File: src/rtl/l2_writeback_buffer.sv
`default_nettype none
// ============================================================================
// Module   : l2_writeback_buffer
// Purpose  : Single-entry victim buffer between L2 and pmem; acks evictions
//            at once, drains when idle, forwards buffered data to L2 reads.
// Revision : 1.0 - initial release
// ============================================================================
module l2_writeback_buffer #(
    parameter int ADDR_WIDTH = 16,
    parameter int LINE_WIDTH = 128
) (
    input  logic                  clk,
    input  logic                  reset,
    input  logic [ADDR_WIDTH-1:0] l2_address,
    input  logic                  l2_read,
    input  logic                  l2_write,
    input  logic [LINE_WIDTH-1:0] l2_wdata,
    output logic [LINE_WIDTH-1:0] l2_rdata,
    output logic                  l2_resp,
    output logic [ADDR_WIDTH-1:0] pmem_address,
    output logic                  pmem_read,
    output logic                  pmem_write,
    output logic [LINE_WIDTH-1:0] pmem_wdata,
    input  logic [LINE_WIDTH-1:0] pmem_rdata,
    input  logic                  pmem_resp,
    output logic                  wb_valid
);

    localparam int TAG_WIDTH = ADDR_WIDTH - 4;

    localparam logic [2:0] S_IDLE    = 3'd0;
    localparam logic [2:0] S_RD_MEM  = 3'd1;
    localparam logic [2:0] S_RD_RESP = 3'd2;
    localparam logic [2:0] S_WR_ACK  = 3'd3;
    localparam logic [2:0] S_DRAIN   = 3'd4;

    localparam logic [3:0] c_offset_mask = 4'b0000;

    logic [2:0]            r_state;
    logic [2:0]            w_next_state;
    logic                  r_buf_valid;
    logic [TAG_WIDTH-1:0]  r_buf_tag;
    logic [LINE_WIDTH-1:0] r_buf_data;
    logic [LINE_WIDTH-1:0] r_rdata;

    logic [TAG_WIDTH-1:0]  w_req_tag;
    logic [ADDR_WIDTH-1:0] w_req_line_addr;
    logic                  w_match;
    logic                  w_capture;

    assign w_req_tag       = l2_address[ADDR_WIDTH-1:4];
    // Offset bits are masked so the memory only ever sees line-aligned addresses.
    assign w_req_line_addr = {w_req_tag, l2_address[3:0] & c_offset_mask};
    assign w_match         = r_buf_valid && (w_req_tag == r_buf_tag);
    // A concurrent read takes priority, so a write is only captured on its own.
    assign w_capture       = l2_write && !l2_read && (!r_buf_valid || w_match);

    always_ff @(posedge clk) begin
        if (reset) begin
            r_state <= S_IDLE;
        end else begin
            r_state <= w_next_state;
        end
    end

    always_comb begin
        w_next_state = r_state;
        case (r_state)
            S_IDLE: begin
                if (l2_read) begin
                    w_next_state = w_match ? S_RD_RESP : S_RD_MEM;
                end else if (l2_write) begin
                    w_next_state = w_capture ? S_WR_ACK : S_DRAIN;
                end else if (r_buf_valid) begin
                    w_next_state = S_DRAIN;
                end
            end
            S_RD_MEM: begin
                if (pmem_resp) begin
                    w_next_state = S_RD_RESP;
                end
            end
            S_RD_RESP: w_next_state = S_IDLE;
            S_WR_ACK:  w_next_state = S_IDLE;
            S_DRAIN: begin
                if (pmem_resp) begin
                    w_next_state = S_IDLE;
                end
            end
            default:   w_next_state = S_IDLE;
        endcase
    end

    always_comb begin
        l2_rdata     = '0;
        l2_resp      = 1'b0;
        pmem_address = '0;
        pmem_read    = 1'b0;
        pmem_write   = 1'b0;
        case (r_state)
            S_RD_MEM: begin
                pmem_read    = 1'b1;
                pmem_address = w_req_line_addr;
            end
            S_RD_RESP: begin
                l2_rdata = r_rdata;
                l2_resp  = 1'b1;
            end
            S_WR_ACK: l2_resp = 1'b1;
            S_DRAIN: begin
                pmem_write   = 1'b1;
                pmem_address = {r_buf_tag, 4'b0000};
            end
            default: ;
        endcase
    end

    assign pmem_wdata = r_buf_data;
    assign wb_valid   = r_buf_valid;

    always_ff @(posedge clk) begin
        if (reset) begin
            r_buf_valid <= 1'b0;
            r_buf_tag   <= '0;
            r_buf_data  <= '0;
            r_rdata     <= '0;
        end else begin
            if (r_state == S_IDLE && l2_read && w_match) begin
                r_rdata <= r_buf_data;
            end
            if (r_state == S_RD_MEM && pmem_resp) begin
                r_rdata <= pmem_rdata;
            end
            // A matching write overwrites the buffered line in place.
            if (r_state == S_IDLE && w_capture) begin
                r_buf_valid <= 1'b1;
                r_buf_tag   <= w_req_tag;
                r_buf_data  <= l2_wdata;
            end
            if (r_state == S_DRAIN && pmem_resp) begin
                r_buf_valid <= 1'b0;
            end
        end
    end

endmodule
`default_nettype wire

File: config.mk
export PLATFORM = sky130hd
export DESIGN_NAME = l2_writeback_buffer
export DESIGN_NICKNAME = d
export VERILOG_FILES = /design/src/rtl/l2_writeback_buffer.sv
export SDC_FILE = /design/constraint.sdc
export NUM_CORES = 1
export LEC_CHECK = 0
export BUFFER_PORTS_ARGS = -buffer_cell sky130_fd_sc_hd__buf_2
export CAP_MARGIN = 5
export CORE_AREA = 4 4 211 213
export CTS_BUF_LIST = sky130_fd_sc_hd__clkbuf_16
export DETAILED_ROUTE_END_ITERATION = 6
export DIE_AREA = 0 0 215 217
export PLACE_DENSITY = 0.66
export SYNTH_ARGS = -nofsm -noshare
export SYNTH_HDL_FRONTEND = slang
export SYNTH_SLANG_ARGS = --single-unit
File: constraint.sdc
create_clock -name clk -period 5.8 [get_ports clk]
set_clock_uncertainty 0.15 [all_clocks]
set_input_delay 1.74 -clock clk [delete_from_list [all_inputs] [get_ports clk]]
set_output_delay 1.74 -clock clk [all_outputs]
set_load 0.02 [all_outputs]
### After elaboration in Yosys (flattened, before gate mapping)

Cells that the tools add are included.

| storage, ports and cells | value |
|---|---|
| register bits | 272 |
| input port bits | 277 |
| output and inout bits | 276 |
| logic and storage cells | 44 |

| operators by class | value |
|---|---|
| eq/ne operators | 8 |
| mux-type cells | 15 |
| reductions and logical operators | 16 |

Operator list:

| cell | number |
|---|---|
| $mux W128 | 3 |
| $pmux W16 S2 | 1 |
| $mux W3 | 6 |
| $eq A12 B12 Y1 | 1 |
| $pmux W3 S3 | 1 |
| $logic_and A1 B1 Y1 | 8 |
| $eq A3 B2 Y1 const B | 2 |
| $ne A2 B2 Y1 const B | 2 |
| $ne A4 B4 Y1 const B | 1 |
| $reduce_or A2 Y1 | 2 |
| $eq A3 B1 Y1 const B | 1 |
| $eq A3 B3 Y1 const B | 1 |
| $logic_not A3 Y1 | 1 |
| $mux W1 | 3 |
| $reduce_and A3 Y1 | 1 |
| $logic_not A1 Y1 | 2 |
| $mux W2 | 1 |
| $reduce_bool A2 Y1 | 1 |
| $logic_or A1 B1 Y1 | 1 |

### Depth between registers and ports, before layout

Gate-level depths: netlist (run 1).

| depth | value |
|---|---|
| depth in word-level cells | 8 |
| gate-level depth with buffers | 8 |

### Least setup slack after synthesis (run 1)

No wires, ideal clock.

| timing | value |
|---|---|
| path type | input to output |
| start point | input port l2_address[10] |
| end point | output port pmem_address[10] |
| data arrival time | 1.997 ns |
| required time | 3.910 ns |
| slack | 1.913 ns |
| cell stages on the path | 1 |
| path buffers | 0 |
| cells stage by stage | a22o_1 |

| between the ends | value |
|---|---|
| longest elaborated chain between the ends | 1 |

Ends and longest elaborated chain:

| element | line | text |
|---|---|---|
| start: declaration | 14 | `input logic [ADDR_WIDTH-1:0] l2_address,` |
| $pmux W16 S2 | 100 | `case (r_state)` |
| end: declaration | 20 | `output logic [ADDR_WIDTH-1:0] pmem_address,` |

No other way between the ends.

### Worst setup path after layout (run 1)

| timing | value |
|---|---|
| start point | register r_state[1] |
| end point | output port l2_rdata[92] |

| between the ends | value |
|---|---|
| longest elaborated chain between the ends | 2 |

Ends and longest elaborated chain:

| element | line | text |
|---|---|---|
| start: declaration | 39 | `logic [2:0] r_state;` |
| start signal: assignment | 62 | `r_state <= w_next_state;` |
| $eq A3 B2 Y1 | 100 |  |
| $mux W128 | 100 |  |
| end: declaration | 18 | `output logic [LINE_WIDTH-1:0] l2_rdata,` |

No other way between the ends.

==> results of run 1 <==
## cell usage in the layout (no fill, tap or decap), drive strengths merged, types with 2 or more instances in the layout
cell type / count
dfxtp: 272
mux2i: 268
buf: 569
o21ai: 2
nor2b: 2
and2: 129
nor2: 2
nor3b: 2
a211oi: 129
nand4: 3
nand2b: 282
inv: 10
clkinv: 9
a21oi: 3
clkbuf: 35
conb: 4
a22o: 12
xnor2: 12
diode: 2
nor3: 131
## worst max-delay path by stage
stage | cells past startpoint | to
finish | 5 | l2_rdata[92]
global route | 5 | l2_rdata[92]
CTS | 5 | l2_rdata[92]
detailed placement | 7 | r_buf_tag[10]
global placement | 7 | pmem_wdata[118]
floorplan | 1 | pmem_address[10]
## kinds of logic (layout without fill, tap and decap cells)
logic type,Yosys count,count (layout),synth area share (%)
and+or+nand+nor,558,558,23.84
DFF,272,272,38.52
muxes,268,268,18.98
AOI/OAI and AO/OA,150,150,11.64
buffers and inverters,141,625,6.257
xor gates and xnor gates,12,12,0.7434
other,1,6,0.02653
## synthesized netlist by cell type (2+ instances only)
master	instances	area (µm²)
nand2b_1	282	1764
dfxtp_1	272	5445
mux2i_1	268	2683
and2_1	129	807.0
nor3_1	129	645.6
a211oi_2	103	1289
clkbuf_1	61	229.0
buf_2	28	140.1
a211oi_1	26	195.2
buf_4	24	180.2
buf_6	15	168.9
a22o_1	12	105.1
xnor2_1	12	105.1
buf_8	9	135.1
a21oi_1	3	15.01
inv_1	2	7.510
nand4_1	2	12.51
nor2_1	2	7.510
nor2b_1	2	12.51
nor3_2	2	20.02
o21ai_0	2	10.01
## power groups by stage
| stage | Combinational (µW) | Clock, µW | Sequential (µW) |
|---|---|---|---|
| 2_1_floorplan | 712 | 0 | 2200 |
| 3_3_place_gp | 1060 | 0 | 2150 |
| 3_5_place_dp | 1080 | 0 | 2160 |
| 4_1_cts | 1090 | 2000 | 2120 |
| 5_1_grt | 1160 | 2070 | 2140 |
| 6_report | 1070 | 1930 | 2120 |
## worst max-delay path, stage by stage (launching register included)
cell and delay [ns]:
dfxtp_1 0.44, nor2b_1 0.23, nor2b_4 0.68, buf_12 0.30, and2_1 0.34, buf_2 0.25
## flip-flops by register name (all words and copies together), names as in the netlist
name        count
pmem_wdata    128
r_rdata       128
r_buf_tag      12
r_state         3
wb_valid        1
## layer usage
metal	share of wire, %	up-vias
met1	42	5695
met5	0.065	-
met4	2.0	4
met3	6.8	62
met2	49	374
li1	-	5785
## cell type report
class	instances	area share (%)
diodes	2	0.02776
multi-input cells	992	43.50
flip-flops and latches	272	30.20
clock buffers	35	4.858
inverters	2	0.04164
well taps	546	3.789
clock inverters	19	0.6176
repair buffers	569	16.96
## through the flow
stage          instances  hold WS [ns]  area, µm²  util, %
2_1_floorplan       1405        0.3243      14150        -
3_3_place_gp        2381        0.3192      17040    39.90
3_5_place_dp        2381        0.3260      17040    39.90
4_1_cts             2435        0.3391      18020    42.22
5_1_grt             2437        0.3558      18030    42.23
6_report            2437        0.3349      18030    42.23
==> out/qor.yml, run 1 <==
run_status:
  status: "finished clean"
worst_hold_path:
  hp-class: "register to register"
  min_to: "pmem_wdata[29]"
  holdPathStages: 2
  hp-start: "pmem_wdata[29]"
logic_synthesis:
  synth_seq_cells: 272
  synth_cells: 1402
  ys.warnings.count: 0
  synth_edf_count: 0
  synth-seq-area-share_pct: 38.52
  synth_ff_type: "dfxtp_1"
  syn_area_um2: 14140
  async_flop_share_pct: 0
  synth_cell_type_count: 38
  synth_area_per_cell_um2: 10.08
sta:
  setup_tns_ns: 0
  max_slew_margin_pct: 22.63
  setup_viol: 0
  maxSlewViolCount: 0
  min_period_over_period_pct: 80.83
  rsz0062_at_grt: "false"
  tightest_slew_ns: 1.155
  fmax_mhz: 213.3
  layout_setup_ws_ns: 1.112
  period_needed_ns: 4.688
  hold_violations: 0
routing:
  drt_wl_total_um: 44750
  route.detailed.wl_per_inst_um: 18.36
  ant_nets: 0
  drtIter0Drc: 556
  drc: 0
  via_per_inst: 4.891
  vias: 11920
  dr.pass1.iters: 4
power:
  switchingPower_uw: 1511
  p_clk_share_pct: 37.7
  ir_drop_uv: 216.0
  p_leak_uw: 0.007455
  p_seq_share_pct: 41.4
  p_int_uw: 3611
  p_per_area_nw_per_um2: 284.1
  switching_share_pct: 29.50
  total_power_uw: 5122
  pwr-share-comb_pct: 20.9
cts:
  cts_resized: 0
  clockBufferDepth: 3
  ctsHtreeMaxLevel: 2
  cts_setup_buffers: 0
  clkTransAtPathRegs_ns: 0.06
  cts_tree: "done"
  clock_latency_ns: 0.52
  cts-root-buf: "clkbuf_16"
  cts_sinks: 272
  holdBufCountCts: 0
  cts-buffers-inserted: 34
worst_setup_path:
  crit_path_start_kind: "register"
  rr_endpoint: "r_rdata[41]"
  cp.arrival_ns: 2.80
  worstSetupPathType: "register to output port"
  ff2ff_path_depth: 5
  critical_path.startpoint: "r_state[1]"
  crit_path_end_kind: "output port"
  rrSetupSlack_ns: 2.45
  critPathMaxFanout: 51
  regToRegStartpoint: "r_state[0]"
  required_ns: 3.91
floorplanning:
  die-area_um2: 46660
  dieWidth_um: 215
  boundaryPins: 553
  die_y_um: 217
  start_util_pct: 33.11
  std_cell_rows: 76
  core_um2: 42700
grt:
  grt_use_met2_pct: 31.97
  grt_overflow: 0
  gr-usage-met3_pct: 5.306
  grtUsageTotal_pct: 18.19
  grtUsageMet1_pct: 21.92
  grt.busiest_layer: "met2"
  antenna_found_initial: 5
  grt_pass1_wl_um: 69030
  grt_pass1_vias: 12175
  grt_max_degree: 158
layout:
  seq_area_um2: 5445
  multi_input_area_um2: 7844
  areaGrowthSynthToFinish_pct: 27.53
  nets: 2148
  drive_gt1_share_pct: 38.17
  nFillCells: 4153
flow_run:
  drv_cap: 0
place:
  gp_congestion: 0.8461
  dp_hpwl_um: 31750
  port_buffers: 544
  pre_cts_ws_ns: 1.356
(Power assumes the default switching activity.)
==> run 2: changes to the inputs <==
clock period = 4.5 ns   (was 5.8 ns; I/O delays follow)
==> run 2 against run 1 <==
Global-route usage fell by 0.35 points. Die area did not move. Sequential cell count did not move. Via count rose by 0.16%. Cell count rose by 0.74%. Sequential share of layout area fell by 0.12 points. Largest cell class unchanged. Critical path depth did not move. Largest power group unchanged. Utilization rose by 0.17 points. Count of clock-buffer cells in the layout fell by 4.
==> out/qor.yml, run 2 (synthesized netlist as in run 1, its figures left out) <==
grt:
  grt_pass1_vias: 12132
  grt_use_met2_pct: 31.71
  grt.busiest_layer: "met2"
  gr-usage-met3_pct: 4.189
  antenna_found_initial: 5
  grt_overflow: 0
  grtUsageTotal_pct: 17.84
  grt_max_degree: 105
  grtUsageMet1_pct: 21.82
  grt_pass1_wl_um: 68380
sta:
  tightest_slew_ns: 0.7818
  max_slew_margin_pct: 47.83
  setup_viol: 0
  rsz0062_at_grt: "false"
  min_period_over_period_pct: 82.52
  fmax_mhz: 269.3
  setup_tns_ns: 0
  hold_violations: 0
  period_needed_ns: 3.714
  maxSlewViolCount: 0
floorplanning:
  boundaryPins: 553
  core_um2: 42700
  dieWidth_um: 215
  die-area_um2: 46660
  die_y_um: 217
  std_cell_rows: 76
  start_util_pct: 33.11
worst_setup_path:
  crit_path_end: "l2_rdata[56]"
  crit_path_start_kind: "register"
  regToRegStartpoint: "r_state[0]"
  ff2ff_path_depth: 6
  worstSetupPathType: "register to output port"
  critPathMaxFanout: 61
  crit_path_end_kind: "output port"
  cp.arrival_ns: 2.21
  rrSetupSlack_ns: 1.48
  rr_endpoint: "r_rdata[48]"
  required_ns: 3.00
  critical_path.startpoint: "r_state[1]"
place:
  placed_cell_area_um2: 17210
  gp_congestion: 0.8304
  port_buffers: 544
  dp_hpwl_um: 32340
routing:
  vias: 11939
  dr.pass1.iters: 4
  via_per_inst: 4.863
  drc: 0
  drt_wl_total_um: 44470
  drtIter0Drc: 560
  ant_nets: 0
  route.detailed.wl_per_inst_um: 18.11
cts:
  clockBufferDepth: 3
  clock_latency_ns: 0.56
  ctsHtreeMaxLevel: 1
  cts_sinks: 272
  cts-root-buf: "clkbuf_16"
  cts_setup_buffers: 0
  clkTransAtPathRegs_ns: 0.06
  cts-buffers-inserted: 31
  cts_resized: 0
  cts_tree: "done"
  holdBufCountCts: 0
power:
  p_leak_uw: 0.007510
  p_per_area_nw_per_um2: 352.1
  ir_drop_uv: 272.2
layout:
  nets: 2160
  layout_commonest_cell: "buf_2"
  finish.instance_area_um2: 18100
  drive_gt1_share_pct: 38.51
  nFillCells: 4201
  final_cell_mix: "543 x buf_2, 282 x nand2b_1, 272 x dfxtp_1"
  areaGrowthSynthToFinish_pct: 28.05
run_status:
  status: "finished clean"
worst_hold_path:
  hp-class: "register to register"
  holdPathStages: 2
flow_run:
  drv_cap: 0
## run 2: cell types whose count changed in the layout (fill, tap and decap cells not counted), sizes merged
| cell | delta |
|---|---|
| buf | +15 |
| bufinv | -1 |
| clkbuf | -4 |
| clkinv | +4 |
| clkinvlp | +1 |
| diode | +1 |
| inv | +2 |
## run 2: worst max-delay path: stages (launching register included)
cell     delay (ns)
dfxtp_1        0.43
nor2b_1        0.22
nor2b_4        0.24
buf_12         0.25
and2_1         0.26
buf_2          0.20
## run 2: metal layers
metal  wire length (µm)  up-vias  part of all wire [%]
met5                 21        -                 0.047
met3               2991       59                   6.7
met1              18730     5682                    42
met4                876        4                   2.0
li1                   -     5807                     -
met2              21850      387                    49
## run 2: how the worst min path moves through the flow
stage / end / start / slack [ns]
floorplan: r_buf_tag[0] / r_buf_tag[0] / 0.32
global placement: pmem_wdata[111] / pmem_wdata[111] / 0.32
detailed placement: pmem_wdata[116] / pmem_wdata[116] / 0.33
CTS: pmem_wdata[83] / pmem_wdata[83] / 0.34
global route: pmem_wdata[15] / pmem_wdata[15] / 0.36
finish: pmem_wdata[83] / pmem_wdata[83] / 0.33
## run 2: cell type report
| cell class | count | area, µm² | area share (%) |
|---|---|---|---|
| diodes | 3 | 7.507 | 0.04147 |
| clock inverters | 25 | 106.4 | 0.5875 |
| clock buffers | 31 | 775.7 | 4.285 |
| well taps | 546 | 683.2 | 3.774 |
| flip-flops and latches | 272 | 5445 | 30.08 |
| multi-input cells | 992 | 7844 | 43.33 |
| repair buffers | 584 | 3233 | 17.86 |
| inverters | 2 | 7.507 | 0.04147 |
## run 2: report_power, final
group / leakage, µW / internal, µW / switching (µW)
Combinational: 0.00483 / 614 / 790
Clock: 0.000465 / 1230 / 1000
Sequential: 0.00222 / 2610 / 125
Total: 0.00751 / 4450 / 1920
## run 2: per-stage QoR
stage               setup slack, ns  std cells  hold slack (ns)  power (µW)  util, %
global route                 0.6312       2454           0.3605        6688    42.39
finish                       0.7865       2455           0.3304        6374    42.40
global placement             0.7535       2396           0.3190        4166    40.31
floorplan                     1.277       1405           0.3243        3757        -
detailed placement           0.7106       2396           0.3262        4202    40.31
CTS                          0.6999       2452           0.3370        6462    42.38
==> run 3: changes to the inputs <==
clock period = 3.8 ns   (was 4.5 ns; I/O delays follow)
==> run 3 against run 2 <==
First-iteration DRC count increased by 4.5%. Cell count increased by 0.49%. Power increased by 23%. Global-route usage increased by 0.44 points. Non-clock buffer count increased by 13. Sequential cell count unchanged. Combinational power increased by 21%. Register-to-register slack got worse by 0.58 ns. Utilization increased by 0.59 points. Die area unchanged. Worst hold slack improved by 0.0035 ns. Clock power increased by 31%. Largest cell class unchanged.
==> out/qor.yml, run 3 (synthesized netlist as in run 1, its figures left out) <==
cts:
  ctsHtreeMaxLevel: 2
  clock_latency_ns: 0.51
  clockBufferDepth: 3
  holdBufCountCts: 0
  cts-root-buf: "clkbuf_16"
  cts_sinks: 272
  cts_tree: "done"
  cts-buffers-inserted: 34
  clkTransAtPathRegs_ns: 0.06
  cts_setup_buffers: 0
  cts_resized: 0
power:
  total_power_uw: 7870
  p_leak_uw: 0.007648
  ir_drop_uv: 275.8
  p_per_area_nw_per_um2: 428.8
routing:
  via_per_inst: 4.924
  ant_nets: 0
  drtIter0Drc: 585
  drt_wl_total_um: 44760
  dr.pass1.iters: 5
  route.detailed.wl_per_inst_um: 18.14
  drc: 0
  vias: 12148
worst_setup_path:
  worst_path_largest_cell_delay_ns: 0.43
  worstSetupPathType: "register to output port"
  rrSetupSlack_ns: 0.90
  crit_path_start_kind: "register"
  ff2ff_path_depth: 6
  rr_endpoint: "r_rdata[14]"
  crit_path_end_kind: "output port"
  cp.arrival_ns: 2.14
  path_cells: "nor2b_1 > nor2b_4 > buf_12 > and2_1 > buf_2"
  critPathBufInv: 2
  regToRegStartpoint: "r_state[0]"
  cpMaxStageDelayCell: "dfxtp_1"
  critical_path.startpoint: "r_state[1]"
  critPathMaxFanout: 60
  required_ns: 2.51
  cp_top_family: "simple AND/OR/NAND/NOR gates"
worst_hold_path:
  hp-start: "pmem_wdata[56]"
  min_to: "pmem_wdata[56]"
  hp-class: "register to register"
  holdPathStages: 2
floorplanning:
  boundaryPins: 553
  core_um2: 42700
  dieWidth_um: 215
  std_cell_rows: 76
  start_util_pct: 33.11
  die_y_um: 217
  die-area_um2: 46660
grt:
  grt_pass1_vias: 12490
  antenna_found_initial: 7
  grt_overflow: 0
  grtUsageMet1_pct: 22.14
  grtUsageTotal_pct: 18.28
  grt_pass1_wl_um: 69590
  gr-usage-met3_pct: 5.501
  grt_use_met2_pct: 31.14
  grt.busiest_layer: "met2"
  grt_max_degree: 73
sta:
  period_needed_ns: 3.425
  max_slew_margin_pct: 54.23
  tightest_slew_ns: 0.6858
  setup_viol: 0
  maxSlewViolCount: 0
  hold_violations: 0
  min_period_over_period_pct: 90.14
  fmax_mhz: 291.9
  rsz0062_at_grt: "false"
  setup_tns_ns: 0
run_status:
  status: "finished clean"
layout:
  nFillCells: 4159
  areaGrowthSynthToFinish_pct: 29.83
  final_cell_mix: "543 x buf_2, 282 x nand2b_1, 272 x dfxtp_1"
  drive_gt1_share_pct: 39.16
  layout_commonest_cell: "buf_2"
  nets: 2176
place:
  gp_congestion: 0.8470
  port_buffers: 544
  dp_hpwl_um: 32900
flow_run:
  drv_cap: 0
[run 3: tightest hold or removal path: cells and delay by family (launching register included)]
| kind | cells | cell delay (ns) |
|---|---|---|
| DFF | 1 | 0.32 |
| muxes | 1 | 0.05 |
| and+or+nand+nor | 1 | 0.06 |
[run 3: metal layers]
| metal | vias to the layer above | part of all wire (%) |
|---|---|---|
| met5 | - | 0.034 |
| met4 | 4 | 3.0 |
| met3 | 77 | 7.6 |
| met2 | 424 | 48 |
| met1 | 5783 | 42 |
| li1 | 5860 | - |
[run 3: layout make-up]
class | count | area (µm²) | share of cell area (%)
timing repair buffer | 597 | 3368 | 18.35
antenna | 3 | 7.507 | 0.04090
clock buffer | 37 | 925.9 | 5.045
clock inverter | 18 | 72.57 | 0.3954
multi-input combinational | 992 | 7844 | 42.74
tap | 546 | 683.2 | 3.722
sequential | 272 | 5445 | 29.67
inverter | 2 | 7.507 | 0.04090
[run 3: power by group]
part / internal [µW] / switching (µW) / total (µW)
sequential: 3090 / 148 / 3240
combinational: 747 / 943 / 1690
clock: 1730 / 1210 / 2940
[run 3: how the worst max path moves through the flow]
stage | cells past startpoint | slack (ns) | endpoint
finish | 5 | 0.37 | l2_rdata[56]
global route | 5 | 0.19 | l2_rdata[92]
CTS | 5 | 0.29 | l2_rdata[92]
detailed placement | 7 | 0.38 | r_rdata[35]
global placement | 8 | 0.41 | r_rdata[97]
floorplan | 5 | 0.79 | l2_rdata[100]
[run 3: metrics by stage]
step / util [%] / std cells / instance area, µm² / hold slack [ns] / setup WS [ns]
2_1_floorplan: - / 1405 / 14150 / 0.3243 / 0.7871
3_3_place_gp: 40.63 / 2409 / 17350 / 0.3197 / 0.4141
3_5_place_dp: 40.63 / 2409 / 17350 / 0.3264 / 0.3784
4_1_cts: 42.97 / 2464 / 18350 / 0.3381 / 0.2860
5_1_grt: 42.99 / 2467 / 18350 / 0.3507 / 0.1854
6_report: 42.99 / 2467 / 18350 / 0.3339 / 0.3746
